<file path="src/rtl/axis_ema_inv.sv">
`default_nettype none
// ============================================================================
//  Module      : axis_ema_inv
//  Description : AXI4-Stream inverse EMA (de-emphasis decoder). Recovers
//                x[n] from y[n] = y[n-1] + ((x[n]-y[n-1]) >>> SHIFT) by
//                computing x = y_prev + ((y - y_prev) <<< SHIFT), saturated.
//                One beat per cycle, registered output stage plus skid.
//  Revision    : 1.0  initial release
// ============================================================================
module axis_ema_inv #(
  parameter int DATA_W = 32,
  parameter int SHIFT  = 3
) (
  input  logic                ACLK,
  input  logic                ARESET,
  input  logic [DATA_W-1:0]   S_AXIS_TDATA,
  input  logic [DATA_W/8-1:0] S_AXIS_TKEEP,
  input  logic                S_AXIS_TLAST,
  input  logic                S_AXIS_TVALID,
  output logic                S_AXIS_TREADY,
  output logic [DATA_W-1:0]   M_AXIS_TDATA,
  output logic [DATA_W/8-1:0] M_AXIS_TKEEP,
  output logic                M_AXIS_TLAST,
  output logic                M_AXIS_TVALID,
  input  logic                M_AXIS_TREADY
);

  localparam int KEEP_W = DATA_W / 8;
  // Headroom: difference needs DATA_W+1 bits, the shift adds SHIFT, the
  // final addition one more.
  localparam int EXT_W  = DATA_W + SHIFT + 2;

  localparam logic signed [EXT_W-1:0] c_sat_max = {{(SHIFT+3){1'b0}}, {(DATA_W-1){1'b1}}};
  localparam logic signed [EXT_W-1:0] c_sat_min = {{(SHIFT+3){1'b1}}, {(DATA_W-1){1'b0}}};

  // Decoder state: last non-null sample of the current packet
  logic [DATA_W-1:0]        r_y_prev;

  // Output register
  logic                     r_out_valid;
  logic [DATA_W-1:0]        r_out_data;
  logic [KEEP_W-1:0]        r_out_keep;
  logic                     r_out_last;

  // Skid register
  logic                     r_skid_valid;
  logic [DATA_W-1:0]        r_skid_data;
  logic [KEEP_W-1:0]        r_skid_keep;
  logic                     r_skid_last;

  logic                     r_s_ready;

  logic signed [EXT_W-1:0]  w_y_ext;
  logic signed [EXT_W-1:0]  w_prev_ext;
  logic signed [EXT_W-1:0]  w_diff;
  logic signed [EXT_W-1:0]  w_x_ext;
  logic [DATA_W-1:0]        w_x_sat;
  logic                     w_is_null;
  logic [DATA_W-1:0]        w_beat_data;
  logic                     w_accept;
  logic                     w_out_free;
  logic                     w_skid_valid_next;

  // Reconstruct the unfiltered sample for the beat currently on S_AXIS
  always_comb begin
    w_y_ext    = {{(SHIFT+2){S_AXIS_TDATA[DATA_W-1]}}, S_AXIS_TDATA};
    w_prev_ext = {{(SHIFT+2){r_y_prev[DATA_W-1]}}, r_y_prev};
    w_diff     = w_y_ext - w_prev_ext;
    w_x_ext    = w_prev_ext + (w_diff <<< SHIFT);
    if (w_x_ext > c_sat_max) begin
      w_x_sat = {1'b0, {(DATA_W-1){1'b1}}};
    end else if (w_x_ext < c_sat_min) begin
      w_x_sat = {1'b1, {(DATA_W-1){1'b0}}};
    end else begin
      w_x_sat = w_x_ext[DATA_W-1:0];
    end
    w_is_null   = (S_AXIS_TKEEP == '0);
    w_beat_data = w_is_null ? '0 : w_x_sat;
  end

  // Handshake bookkeeping; ready is only high while the skid is empty, so an
  // accepted beat never finds the skid occupied
  always_comb begin
    w_accept          = S_AXIS_TVALID & r_s_ready;
    w_out_free        = ~r_out_valid | M_AXIS_TREADY;
    w_skid_valid_next = (w_accept & ~w_out_free) | (r_skid_valid & ~w_out_free);
  end

  // Decoder state advances at acceptance time; a packet end restarts from zero
  always_ff @(posedge ACLK) begin
    if (ARESET) begin
      r_y_prev <= '0;
    end else if (w_accept) begin
      if (S_AXIS_TLAST) begin
        r_y_prev <= '0;
      end else if (!w_is_null) begin
        r_y_prev <= S_AXIS_TDATA;
      end
    end
  end

  // Output register and skid: skid drains first, new beats bypass it when the
  // output stage can take them
  always_ff @(posedge ACLK) begin
    if (ARESET) begin
      r_out_valid  <= 1'b0;
      r_out_data   <= '0;
      r_out_keep   <= '0;
      r_out_last   <= 1'b0;
      r_skid_valid <= 1'b0;
      r_skid_data  <= '0;
      r_skid_keep  <= '0;
      r_skid_last  <= 1'b0;
      r_s_ready    <= 1'b0;
    end else begin
      r_s_ready    <= ~w_skid_valid_next;
      r_skid_valid <= w_skid_valid_next;
      if (w_out_free) begin
        if (r_skid_valid) begin
          r_out_valid <= 1'b1;
          r_out_data  <= r_skid_data;
          r_out_keep  <= r_skid_keep;
          r_out_last  <= r_skid_last;
        end else if (w_accept) begin
          r_out_valid <= 1'b1;
          r_out_data  <= w_beat_data;
          r_out_keep  <= S_AXIS_TKEEP;
          r_out_last  <= S_AXIS_TLAST;
        end else begin
          r_out_valid <= 1'b0;
        end
      end else if (w_accept) begin
        r_skid_data <= w_beat_data;
        r_skid_keep <= S_AXIS_TKEEP;
        r_skid_last <= S_AXIS_TLAST;
      end
    end
  end

  assign S_AXIS_TREADY = r_s_ready;
  assign M_AXIS_TVALID = r_out_valid;
  assign M_AXIS_TDATA  = r_out_data;
  assign M_AXIS_TKEEP  = r_out_keep;
  assign M_AXIS_TLAST  = r_out_last;

endmodule
`default_nettype wire

</file>
<file path="config.mk">
export PLATFORM = sky130hd
export DESIGN_NAME = axis_ema_inv
export DESIGN_NICKNAME = d
export VERILOG_FILES = /design/src/rtl/axis_ema_inv.sv
export SDC_FILE = /design/constraint.sdc
export NUM_CORES = 1
export LEC_CHECK = 0
export ABC_AREA = 1
export CORE_ASPECT_RATIO = 0.75
export CORE_MARGIN = 3
export CORE_UTILIZATION = 50
export CTS_CLUSTER_SIZE = 28
export DETAILED_ROUTE_END_ITERATION = 8
export PLACE_DENSITY_LB_ADDON = 0.05
export SYNTH_ARGS = -nofsm -noshare
export SYNTH_HDL_FRONTEND = slang
export SYNTH_SLANG_ARGS = --single-unit
</file>
<file path="constraint.sdc">
create_clock -name ACLK -period 4.9 [get_ports ACLK]
set_input_delay 0.735 -clock ACLK [delete_from_list [all_inputs] [get_ports ACLK]]
set_output_delay 0.735 -clock ACLK [all_outputs]
set_load 0.01 [all_outputs]
</file>
==> impl_metrics.json <==
{
  "synth_edf_count": 0,
  "rsz0062_at_grt": "yes",
  "clk_pin_slew_worst_paths_ns": 0.08,
  "min_path_type": "register to register",
  "ys_ff_latch": 109,
  "finalCriticalPeriod_ns": 4.84,
  "synth_cells": 1364,
  "die-width_microns": 160,
  "cp.buffers_inverters": 9,
  "gp_congestion": 0.959,
  "hold_viol": 0,
  "wire_per_inst_microns": 15.6,
  "synth_flop_cell": "dfxtp_1",
  "cts_inserted_buffers": 9,
  "status": "finished, final reports clean",
  "cp_max_fo": 5,
  "path_class": "primary input to register",
  "dr_total_vias": 9747,
  "multiInputGateArea_sq_um": 6570,
  "drive_gt1_share_pct": 30.6,
  "root_buffer": "clkbuf_16",
  "dr.pass1.iters": 5,
  "cap_violations": 0,
  "area_growth_pct": 42.4,
  "leakagePower_nw": 6.16,
  "synth.net_count": 1472,
  "antenna_cells": 0,
  "slew_violations": 0,
  "remaining_drc_errors": 0,
  "drtIter0Drc": 801,
  "antenna_found_initial": 0,
  "cp_slowest_cell": "fa_2",
  "seq_area_sq_um": 2180,
  "max_freq_mhz": 207,
  "cts_tree": "yes",
  "async_flop_share_pct": 0,
  "worst_pin_slew_ns": 0.845,
  "crit_arrival_ns": 5.09,
  "yosysWarnings": 0,
  "synth.avg_cell_area_sq_um": 6.54,
  "cts_buffer_depth": 2,
  "timing.setup.tns_ns": 0,
  "final.fill_count": 1435,
  "rows": 41,
  "die-area_sq_um": 19500,
  "final_cells": 1855,
  "grt_max_degree": 70,
  "fin_crit_sh_pct": 98.7,
  "postRouteWirelength_microns": 28900,
  "relSlewSlack_pct": 43.7,
  "numPortBuffers": 79,
  "vias_per_cell": 5.25,
  "grt-ovfl-total": 0,
  "place_inst": 1800,
  "synth_cell_types": 45,
  "powerDensity_nw_per_um2": 356,
  "grt_pass1_vias": 8874,
  "core_sq_um": 17100,
  "cp-end-kind": "register",
  "max_stage_delay_ns": 0.38,
  "peakVddDrop_mv": 0.263,
  "ctsHoldBuffers": 0,
  "start_util_pct": 52.0,
  "ioPinCount": 80,
  "num-nets-final": 1722,
  "fin_total_pwr_mw": 4.52,
  "synth_area_sq_um": 8920,
  "antenna_left": 0,
  "grt.total_usage_pct": 27.9,
  "grt_pass1_wl_microns": 44600,
  "cts_sinks": 109,
  "crit_family": "simple AND/OR/NAND/NOR gates",
  "start_kind": "primary input",
  "hpwl_microns": 20000,
  "synth-seq-area-share_pct": 24.5,
  "die_height_microns": 122,
  "skew_ns": 0.0194,
  "clock_latency_ns": 0.37,
  "setup_viol": 0,
  "required_ns": 5.15,
  "htreeDepth": 3
}
==> stage by stage <==
stage	utilization [%]	hold WS, ns	instance area, sq um	setup WS (ns)
floorplan	-	0.447	8920	0.263
finish	74.1	0.465	12700	0.0618
detailed placement	64.7	0.456	11100	-0.891
CTS	69.6	0.468	11900	-0.00397
global route	74.1	0.482	12700	-0.215
global placement	64.7	0.453	11100	-0.908
==> cells in the mapped netlist, types with 2 or more instances <==
library cell	count	share of area [%]
a211oi_1	32	2.7
a21oi_1	118	6.6
a21oi_2	22	2.2
a31oi_1	13	0.91
and2_1	2	0.14
buf_2	5	0.28
buf_6	5	0.63
clkbuf_1	39	1.6
clkinv_1	2	0.084
dfxtp_1	109	24
fa_1	2	0.45
ha_1	65	9.1
inv_1	185	7.8
inv_2	6	0.25
nand2_1	333	14
nand2_2	16	1.1
nand2_4	2	0.25
nand3_1	64	3.6
nand3_2	37	4.2
nand4_1	8	0.56
nor2_1	138	5.8
nor2_2	6	0.42
nor3_1	9	0.51
nor4_1	4	0.28
o211ai_1	27	2.3
o21a_1	3	0.25
o21ai_0	36	2.0
o21ai_1	2	0.11
o21ai_2	2	0.20
o21bai_1	7	0.59
xnor2_1	12	1.2
xor2_1	40	3.9
==> logic make-up after synthesis <==
logic type / Yosys count / synth area share [%]
buffers and inverters: 245 / 11.1
DFF: 109 / 24.5
xor gates and xnor gates: 52 / 5.11
and+or+nand+nor: 622 / 31.2
adders and majority gates: 67 / 9.57
AOI/OAI and AO/OA: 269 / 18.5
==> registers in the layout (all words and copies together) (netlist names) <==
register,count
M_AXIS_TDATA,32
M_AXIS_TLAST,1
r_skid_valid,1
r_skid_keep,4
M_AXIS_TVALID,1
S_AXIS_TREADY,1
r_y_prev,32
r_skid_last,1
r_skid_data,32
M_AXIS_TKEEP,4
==> area by class of cell <==
| class | instances | share of cell area [%] |
|---|---|---|
| clock buffer | 10 | 1.88 |
| clock inverter | 6 | 0.493 |
| inverter | 193 | 5.74 |
| multi-input combinational | 1010 | 51.8 |
| sequential | 109 | 17.2 |
| tap | 236 | 2.33 |
| timing repair buffer | 291 | 20.6 |
==> worst reg2reg max path: cells and delay by family (launching register included) <==
family	cells	cell delay, ns
AOI/OAI and AO/OA	6	0.88
adders and majority gates	3	0.86
buffers and inverters	7	0.79
DFF	1	0.35
and+or+nand+nor	19	1.72
==> path summary, 6_finish.rpt <==
check | endpoint | start | slack (ns) | depth (start not counted)
max | r_skid_data[16]$_SDFFE_PP0P_ | S_AXIS_TDATA[0] | 0.06 | 37
min reg2reg | M_AXIS_TDATA[9]$_SDFFE_PP0P_ | M_AXIS_TDATA[9]$_SDFFE_PP0P_ | 0.47 | 2
min | M_AXIS_TDATA[9]$_SDFFE_PP0P_ | M_AXIS_TDATA[9]$_SDFFE_PP0P_ | 0.47 | 2
max reg2reg | r_skid_data[16]$_SDFFE_PP0P_ | r_y_prev[0]$_SDFFE_PP0P_ | 0.18 | 35
==> power breakdown <==
part	total (mW)	internal [mW]	switching (mW)
Clock	0.770	0.375	0.395
Sequential	0.998	0.952	0.0458
Combinational	2.75	1.28	1.47
==> per-layer routing <==
metal	vias to the layer above	track usage, %	share of wire, %
met4	0	4.39	0.75
met1	4491	39.6	48
li1	4949	-	-
met5	-	0	0
met3	22	5.00	6.7
met2	285	45.2	45
==> placed cells by master (no fill, tap or decap), types with 55 or more instances in the layout <==
cell / count
nand2_1: 262
buf_4: 189
inv_1: 179
nor2_1: 126
dfxtp_1: 109
a21oi_1: 101
nand2_2: 74
nand3_2: 71
clkdlybuf4s50_1: 71
ha_1: 55
==> what timing repair did <==
action                                  in CTS  in global routing
buffers inserted                            30                  7
gates resized for setup                     72                161
pin swaps                                   32                 89
gates cloned                                 2                  6
hold endpoints to repair                     0                  0
endpoints found under the setup margin      64                 64
Note: power is estimated with default switching activity, not from simulation.
